**src/rtl/uart_tx_arbiter_if.sv**
```systemverilog
// uart_tx_arbiter_if: request/response and transmitter-handshake bundle for uart_tx_arbiter.
interface uart_tx_arbiter_if #(
  parameter int N_REQ   = 4,
  parameter int NB_WORD = 32,
  parameter int NB_BYTE = 8
);
  logic [N_REQ-1:0]         i_req;
  logic [N_REQ*NB_WORD-1:0] i_word;
  logic [N_REQ-1:0]         o_ack;
  logic [N_REQ-1:0]         o_done;
  logic                     o_busy;
  logic                     o_tx_start;
  logic [NB_BYTE-1:0]       o_tx_byte;
  logic                     i_tx_done;
  modport slave (
    input  i_req, i_word, i_tx_done,
    output o_ack, o_done, o_busy, o_tx_start, o_tx_byte
  );
  modport master (
    output i_req, i_word, i_tx_done,
    input  o_ack, o_done, o_busy, o_tx_start, o_tx_byte
  );
endinterface

```
**src/rtl/uart_tx_arbiter.sv**
```systemverilog
// uart_tx_arbiter: round-robin sharing of one UART transmitter, one word per grant, LSB byte first.
// Define UART_TX_ARB_HEADER_EN to prefix each word with a header byte {4'hA, 1'b0, idx}.
module uart_tx_arbiter #(
  parameter int N_REQ   = 4,
  parameter int NB_WORD = 32,
  parameter int NB_BYTE = 8
) (
  input  logic                clk,
  input  logic                i_reset_n,
  uart_tx_arbiter_if.slave    bus
);
  localparam int NB_BYTES = NB_WORD / NB_BYTE;
  localparam int IW = (N_REQ > 1) ? $clog2(N_REQ) : 1;
`ifdef UART_TX_ARB_HEADER_EN
  localparam int LAST = NB_BYTES;
`else
  localparam int LAST = NB_BYTES - 1;
`endif
  localparam int CW = (LAST > 0) ? $clog2(LAST + 1) : 1;

  typedef enum logic [1:0] {IDLE, SEND, WAIT, FINISH} state_t;

  state_t             state_q, state_d;
  logic [IW-1:0]      ptr_q, ptr_d, idx_q, idx_d;
  logic [CW-1:0]      cnt_q, cnt_d;
  logic [NB_WORD-1:0] word_q, word_d;
  logic [NB_BYTE-1:0] tx_byte_q, tx_byte_d, sel;
  logic [IW-1:0]      cand, g;
  logic               found, load;

  always_ff @(posedge clk or negedge i_reset_n) begin
    if (!i_reset_n) begin
      state_q   <= IDLE;
      ptr_q     <= '0;
      idx_q     <= '0;
      cnt_q     <= '0;
      word_q    <= '0;
      tx_byte_q <= '0;
    end else begin
      state_q   <= state_d;
      ptr_q     <= ptr_d;
      idx_q     <= idx_d;
      cnt_q     <= cnt_d;
      word_q    <= word_d;
      tx_byte_q <= tx_byte_d;
    end
  end

  always_comb begin
    found = 1'b0;
    g     = '0;
    cand  = '0;
    for (int i = 0; i < N_REQ; i++) begin
      cand = IW'((int'(ptr_q) + i) % N_REQ);
      if (!found && bus.i_req[cand]) begin
        found = 1'b1;
        g     = cand;
      end
    end
    state_d = state_q;
    ptr_d   = ptr_q;
    idx_d   = idx_q;
    cnt_d   = cnt_q;
    word_d  = word_q;
    load    = 1'b0;
    case (state_q)
      IDLE: if (found) begin
        state_d = SEND;
        idx_d   = g;
        ptr_d   = (int'(g) == N_REQ - 1) ? '0 : g + 1'b1;
        cnt_d   = '0;
        word_d  = bus.i_word[int'(g)*NB_WORD +: NB_WORD];
        load    = 1'b1;
      end
      SEND: state_d = WAIT;
      WAIT: if (bus.i_tx_done) begin
        state_d = (cnt_q == CW'(LAST)) ? FINISH : SEND;
        cnt_d   = (cnt_q == CW'(LAST)) ? cnt_q : cnt_q + 1'b1;
        load    = cnt_q != CW'(LAST);
      end
      default: state_d = IDLE;
    endcase
    // the byte register is loaded on the way into SEND and then held through WAIT
`ifdef UART_TX_ARB_HEADER_EN
    sel = (cnt_d == '0) ? NB_BYTE'({4'hA, 1'b0, 3'(idx_d)})
                        : word_d[(int'(cnt_d) - 1)*NB_BYTE +: NB_BYTE];
`else
    sel = word_d[int'(cnt_d)*NB_BYTE +: NB_BYTE];
`endif
    tx_byte_d = load ? sel : tx_byte_q;
  end

  always_comb begin
    bus.o_busy     = state_q != IDLE;
    bus.o_tx_start = state_q == SEND;
    bus.o_ack      = (state_q == SEND && cnt_q == '0) ? N_REQ'(1) << idx_q : '0;
    bus.o_done     = (state_q == FINISH) ? N_REQ'(1) << idx_q : '0;
    bus.o_tx_byte  = tx_byte_q;
  end
endmodule

```
**src/flat_wrapper.sv**
```systemverilog
// flat-port wrapper written by rule: the top's interface ports become plain ports
module uart_tx_arbiter_flat 
#(
  parameter int N_REQ   = 4,
  parameter int NB_WORD = 32,
  parameter int NB_BYTE = 8
)
  (clk, i_reset_n, bus_i_req, bus_i_word, bus_i_tx_done, bus_o_ack, bus_o_done, bus_o_busy, bus_o_tx_start, bus_o_tx_byte);
  uart_tx_arbiter_if #(.N_REQ(N_REQ), .NB_WORD(NB_WORD), .NB_BYTE(NB_BYTE)) bus_i ();
  input  logic clk;
  input  logic i_reset_n;
  input wire logic [$bits(bus_i.i_req)-1:0] bus_i_req;
  input wire logic [$bits(bus_i.i_word)-1:0] bus_i_word;
  input wire logic [$bits(bus_i.i_tx_done)-1:0] bus_i_tx_done;
  output wire logic [$bits(bus_i.o_ack)-1:0] bus_o_ack;
  output wire logic [$bits(bus_i.o_done)-1:0] bus_o_done;
  output wire logic [$bits(bus_i.o_busy)-1:0] bus_o_busy;
  output wire logic [$bits(bus_i.o_tx_start)-1:0] bus_o_tx_start;
  output wire logic [$bits(bus_i.o_tx_byte)-1:0] bus_o_tx_byte;
  assign bus_i.i_req = bus_i_req;
  assign bus_i.i_word = bus_i_word;
  assign bus_i.i_tx_done = bus_i_tx_done;
  assign bus_o_ack = bus_i.o_ack;
  assign bus_o_done = bus_i.o_done;
  assign bus_o_busy = bus_i.o_busy;
  assign bus_o_tx_start = bus_i.o_tx_start;
  assign bus_o_tx_byte = bus_i.o_tx_byte;
  uart_tx_arbiter #(.N_REQ(N_REQ), .NB_WORD(NB_WORD), .NB_BYTE(NB_BYTE)) u_core (.clk(clk), .i_reset_n(i_reset_n), .bus(bus_i));
endmodule
```
**config.mk**
```make
export PLATFORM = sky130hd
export DESIGN_NAME = uart_tx_arbiter_flat
export DESIGN_NICKNAME = d
export VERILOG_FILES = /design/src/rtl/uart_tx_arbiter_if.sv /design/src/rtl/uart_tx_arbiter.sv /design/src/flat_wrapper.sv
export SDC_FILE = /design/constraint.sdc
export NUM_CORES = 1
export LEC_CHECK = 0
export ABC_AREA = 1
export CORE_MARGIN = 8
export CORE_UTILIZATION = 45
export DETAILED_ROUTE_END_ITERATION = 7
export PLACE_DENSITY = 0.82
export REMOVE_ABC_BUFFERS = 1
export SLEW_MARGIN = 20
export SYNTH_ARGS = -nofsm -noshare
export SYNTH_HDL_FRONTEND = slang
export SYNTH_SLANG_ARGS = --single-unit
```
**constraint.sdc**
```tcl
create_clock -name clk -period 2.8 [get_ports clk]
set_input_delay 0.42 -clock clk [delete_from_list [all_inputs] [get_ports clk]]
set_output_delay 0.42 -clock clk [all_outputs]
set_load 0.01 [all_outputs]
```
==> qor.yml <==
status: "complete, no violations"
nFillCells: 761
maxCapViolCount: 0
drv_slew: 0
final.setup.tns_ns: 0
final_nets: 925
routed_wl_um: 12400
grt-ovfl-total: 0
synth_top_family_by_area: "simple AND/OR/NAND/NOR gates"
synth-compound-area-share_pct: 4.20
power_density_nw_per_um2: 1320
num_vias: 4501
drive_above_1_share_pct: 5.94
clock_skew_ns: 0.00350
io_buffer_count: 152
final_cell_area_um2: 5640
cts_max_path_buffers: 2
synth_cells: 645
cts_buffers: 5
period_minus_slack_ns: 2.49
hold_class: "in2async"
area_growth_pct: 43.4
via_per_inst: 5.01
yosysSeqAreaShare_pct: 30.6
hold_buffers: 0
rows: 34
drt_iter0_markers: 328
yosysWarnings: 0
fin_cells: 899
antenna_left: 0
post_dp_cell_area_um2: 5540
htreeDepth: 2
required_ns: 3.04
clk_pin_slew_ns: 0.08
path_class: "reg2reg"
post-route-drc-count: 0
die_area_um2: 12000
synthSimpleGateAreaFrac_pct: 50.4
r2r_start: "u_core.ptr_q[0]"
grt_pass1_vias: 4555
worst_pin_slew_ns: 0.612
dp_cells: 891
firstDrtPassIters: 5
start_util_pct: 45.7
regArea_um2: 1200
synthMuxAreaShare_pct: 0
end_kind: "flip-flop"
cp.arrival_ns: 2.73
slowest_delay_ns: 0.59
diodes: 0
core_um2: 8590
grt_pass1_wl_um: 20500
die_h_um: 109
max_freq_mhz: 402
dp_hpwl_um: 9620
hold_ws_ns: 0.132
setup_viol: 0
rsz0062_at_grt: "false"
synth.avg_cell_area_um2: 6.09
cts_tree: "yes"
antenna_found_initial: 0
syn_area_um2: 3930
crit_fanout: 19
slowest_stage: "dfrtp_1"
path_cells: "inv_6, nand2_1, nand2_1, nand2_1, nand2_2, nor2_4, nand4_1, nand2_4, inv_6, nor2_8, nand2_1, nand4_1, nand3_1, nand2_1, nand2_1, nand2_1"
clkSinkCount: 48
clockRootBuffer: "clkbuf_8"
grt_start_max_net_pins: 49
power_w: 0.00744
post_cts.repair.setup_buffers: 0
hold_violations: 0
wl_per_cell_um: 13.8
grt_usage_pct: 20.6
synthXorXnorAreaFrac_pct: 0
place_congestion: 0.839
period_share_pct: 88.8
critPathLaunchType: "flip-flop"
cts.repair.resized: 0
slew_headroom_pct: 59.2
synthAdderAreaFrac_pct: 0
multi_input_area_um2: 2140
worstSetupStartpoint: "u_core.ptr_q[0]"
irDropWorstVdd_v: 0.000899
insertion_delay_ns: 0.30
ios: 153
synth.distinct_cells: 31
cpMostUsedCell: "nand2_1"
synth-seq-cells: 48
dieWidth_um: 109
power_leakage_nw: 2.94
==> kinds of logic after synthesis <==
group | Yosys count
and+or+nand+nor | 438
AOI/OAI and AO/OA | 28
buffers and inverters | 131
DFF | 48
==> worst max-delay path, delay by kind of cell, from the launching register on <==
kind,cells,cell delay [ns]
AND/OR/NAND/NOR,14,1.61
flip-flops,1,0.59
buffers and inverters,2,0.21
==> metal layers <==
layer	routed length (um)	track usage [%]
met3	1120	5.86
met5	0	0
met4	135	3.95
met1	5310	25.2
met2	5810	35.4
==> synth_stat cells <==
| cell type | n | area, um2 |
|---|---|---|
| a21oi_1 | 4 | 20.0 |
| a21oi_2 | 1 | 8.76 |
| buf_1 | 2 | 7.51 |
| buf_2 | 12 | 60.1 |
| buf_4 | 4 | 30.0 |
| buf_6 | 7 | 78.8 |
| clkbuf_1 | 5 | 18.8 |
| dfrtp_1 | 48 | 1200 |
| inv_1 | 95 | 357 |
| inv_2 | 4 | 15.0 |
| inv_6 | 2 | 17.5 |
| nand2_1 | 272 | 1020 |
| nand2_2 | 3 | 18.8 |
| nand2_4 | 1 | 11.3 |
| nand2_8 | 1 | 20.0 |
| nand3_1 | 84 | 420 |
| nand3_4 | 2 | 35.0 |
| nand4_1 | 37 | 231 |
| nor2_1 | 12 | 45.0 |
| nor2_4 | 2 | 22.5 |
| nor2_8 | 1 | 20.0 |
| nor3_1 | 8 | 40.0 |
| o211ai_1 | 4 | 30.0 |
| o21ai_0 | 12 | 60.1 |
| o21ai_1 | 1 | 5.00 |
| o21bai_1 | 2 | 15.0 |
| o22ai_1 | 3 | 18.8 |
| o31ai_1 | 1 | 7.51 |
| or2_0 | 3 | 18.8 |
| or2_1 | 5 | 31.3 |
| or2_2 | 7 | 43.8 |
==> report_power, final <==
| part | leakage, nW | internal, W | switching, W |
|---|---|---|---|
| combinational | 2.32 | 0.00215 | 0.00363 |
| clock | 0.0455 | 0.000202 | 0.000217 |
| sequential | 0.571 | 0.00107 | 0.000176 |
==> worst paths after layout <==
kind / end / slack, ns / cells after the start
max: u_core.bus.o_tx_byte[7] / 0.31 / 16
min: u_core.word_q[28] / 0.13 / 1
max reg2reg: u_core.bus.o_tx_byte[7] / 0.31 / 16
min reg2reg: u_core.bus.o_tx_byte[5] / 0.49 / 2
max in group asynchronous: u_core.state_q[1] / 2.26 / 1
min in group clk: u_core.bus.o_tx_byte[5] / 0.49 / 2
==> registers in the layout (all words and copies together), names as in the netlist <==
signal,cells
u_core.state_q,2
u_core.bus.o_tx_byte,8
u_core.ptr_q,2
u_core.idx_q,2
u_core.word_q,32
u_core.cnt_q,2
==> final cells by class <==
type	count	area share [%]
Multi-Input combinational cell	466	38.0
Timing Repair Buffer	168	29.7
Sequential cell	48	21.3
Inverter	101	6.90
Tap cell	108	2.40
Clock buffer	8	1.60
==> stage by stage <==
step	setup slack (ns)	utilization [%]
floorplan	-0.289	-
global placement	0.176	64.5
detailed placement	0.0917	64.5
CTS	0.310	65.6
global route	0.0367	65.6
finish	0.315	65.6
==> cells in the final DEF, fill, tap and decap left out, drive strengths merged <==
cell type	netlist	routed
buf	25	17
or2	15	15
nor3	8	8
a21oi	5	5
o21ai	13	13
o31ai	1	1
nand4	37	37
o21bai	2	2
dfrtp	48	48
nand2	277	277
o22ai	3	3
clkdlybuf4s50	0	151
clkbuf	5	8
nor2	15	15
nand3	86	86
inv	101	101
o211ai	4	4
Note: power is estimated with default switching activity, not from simulation.
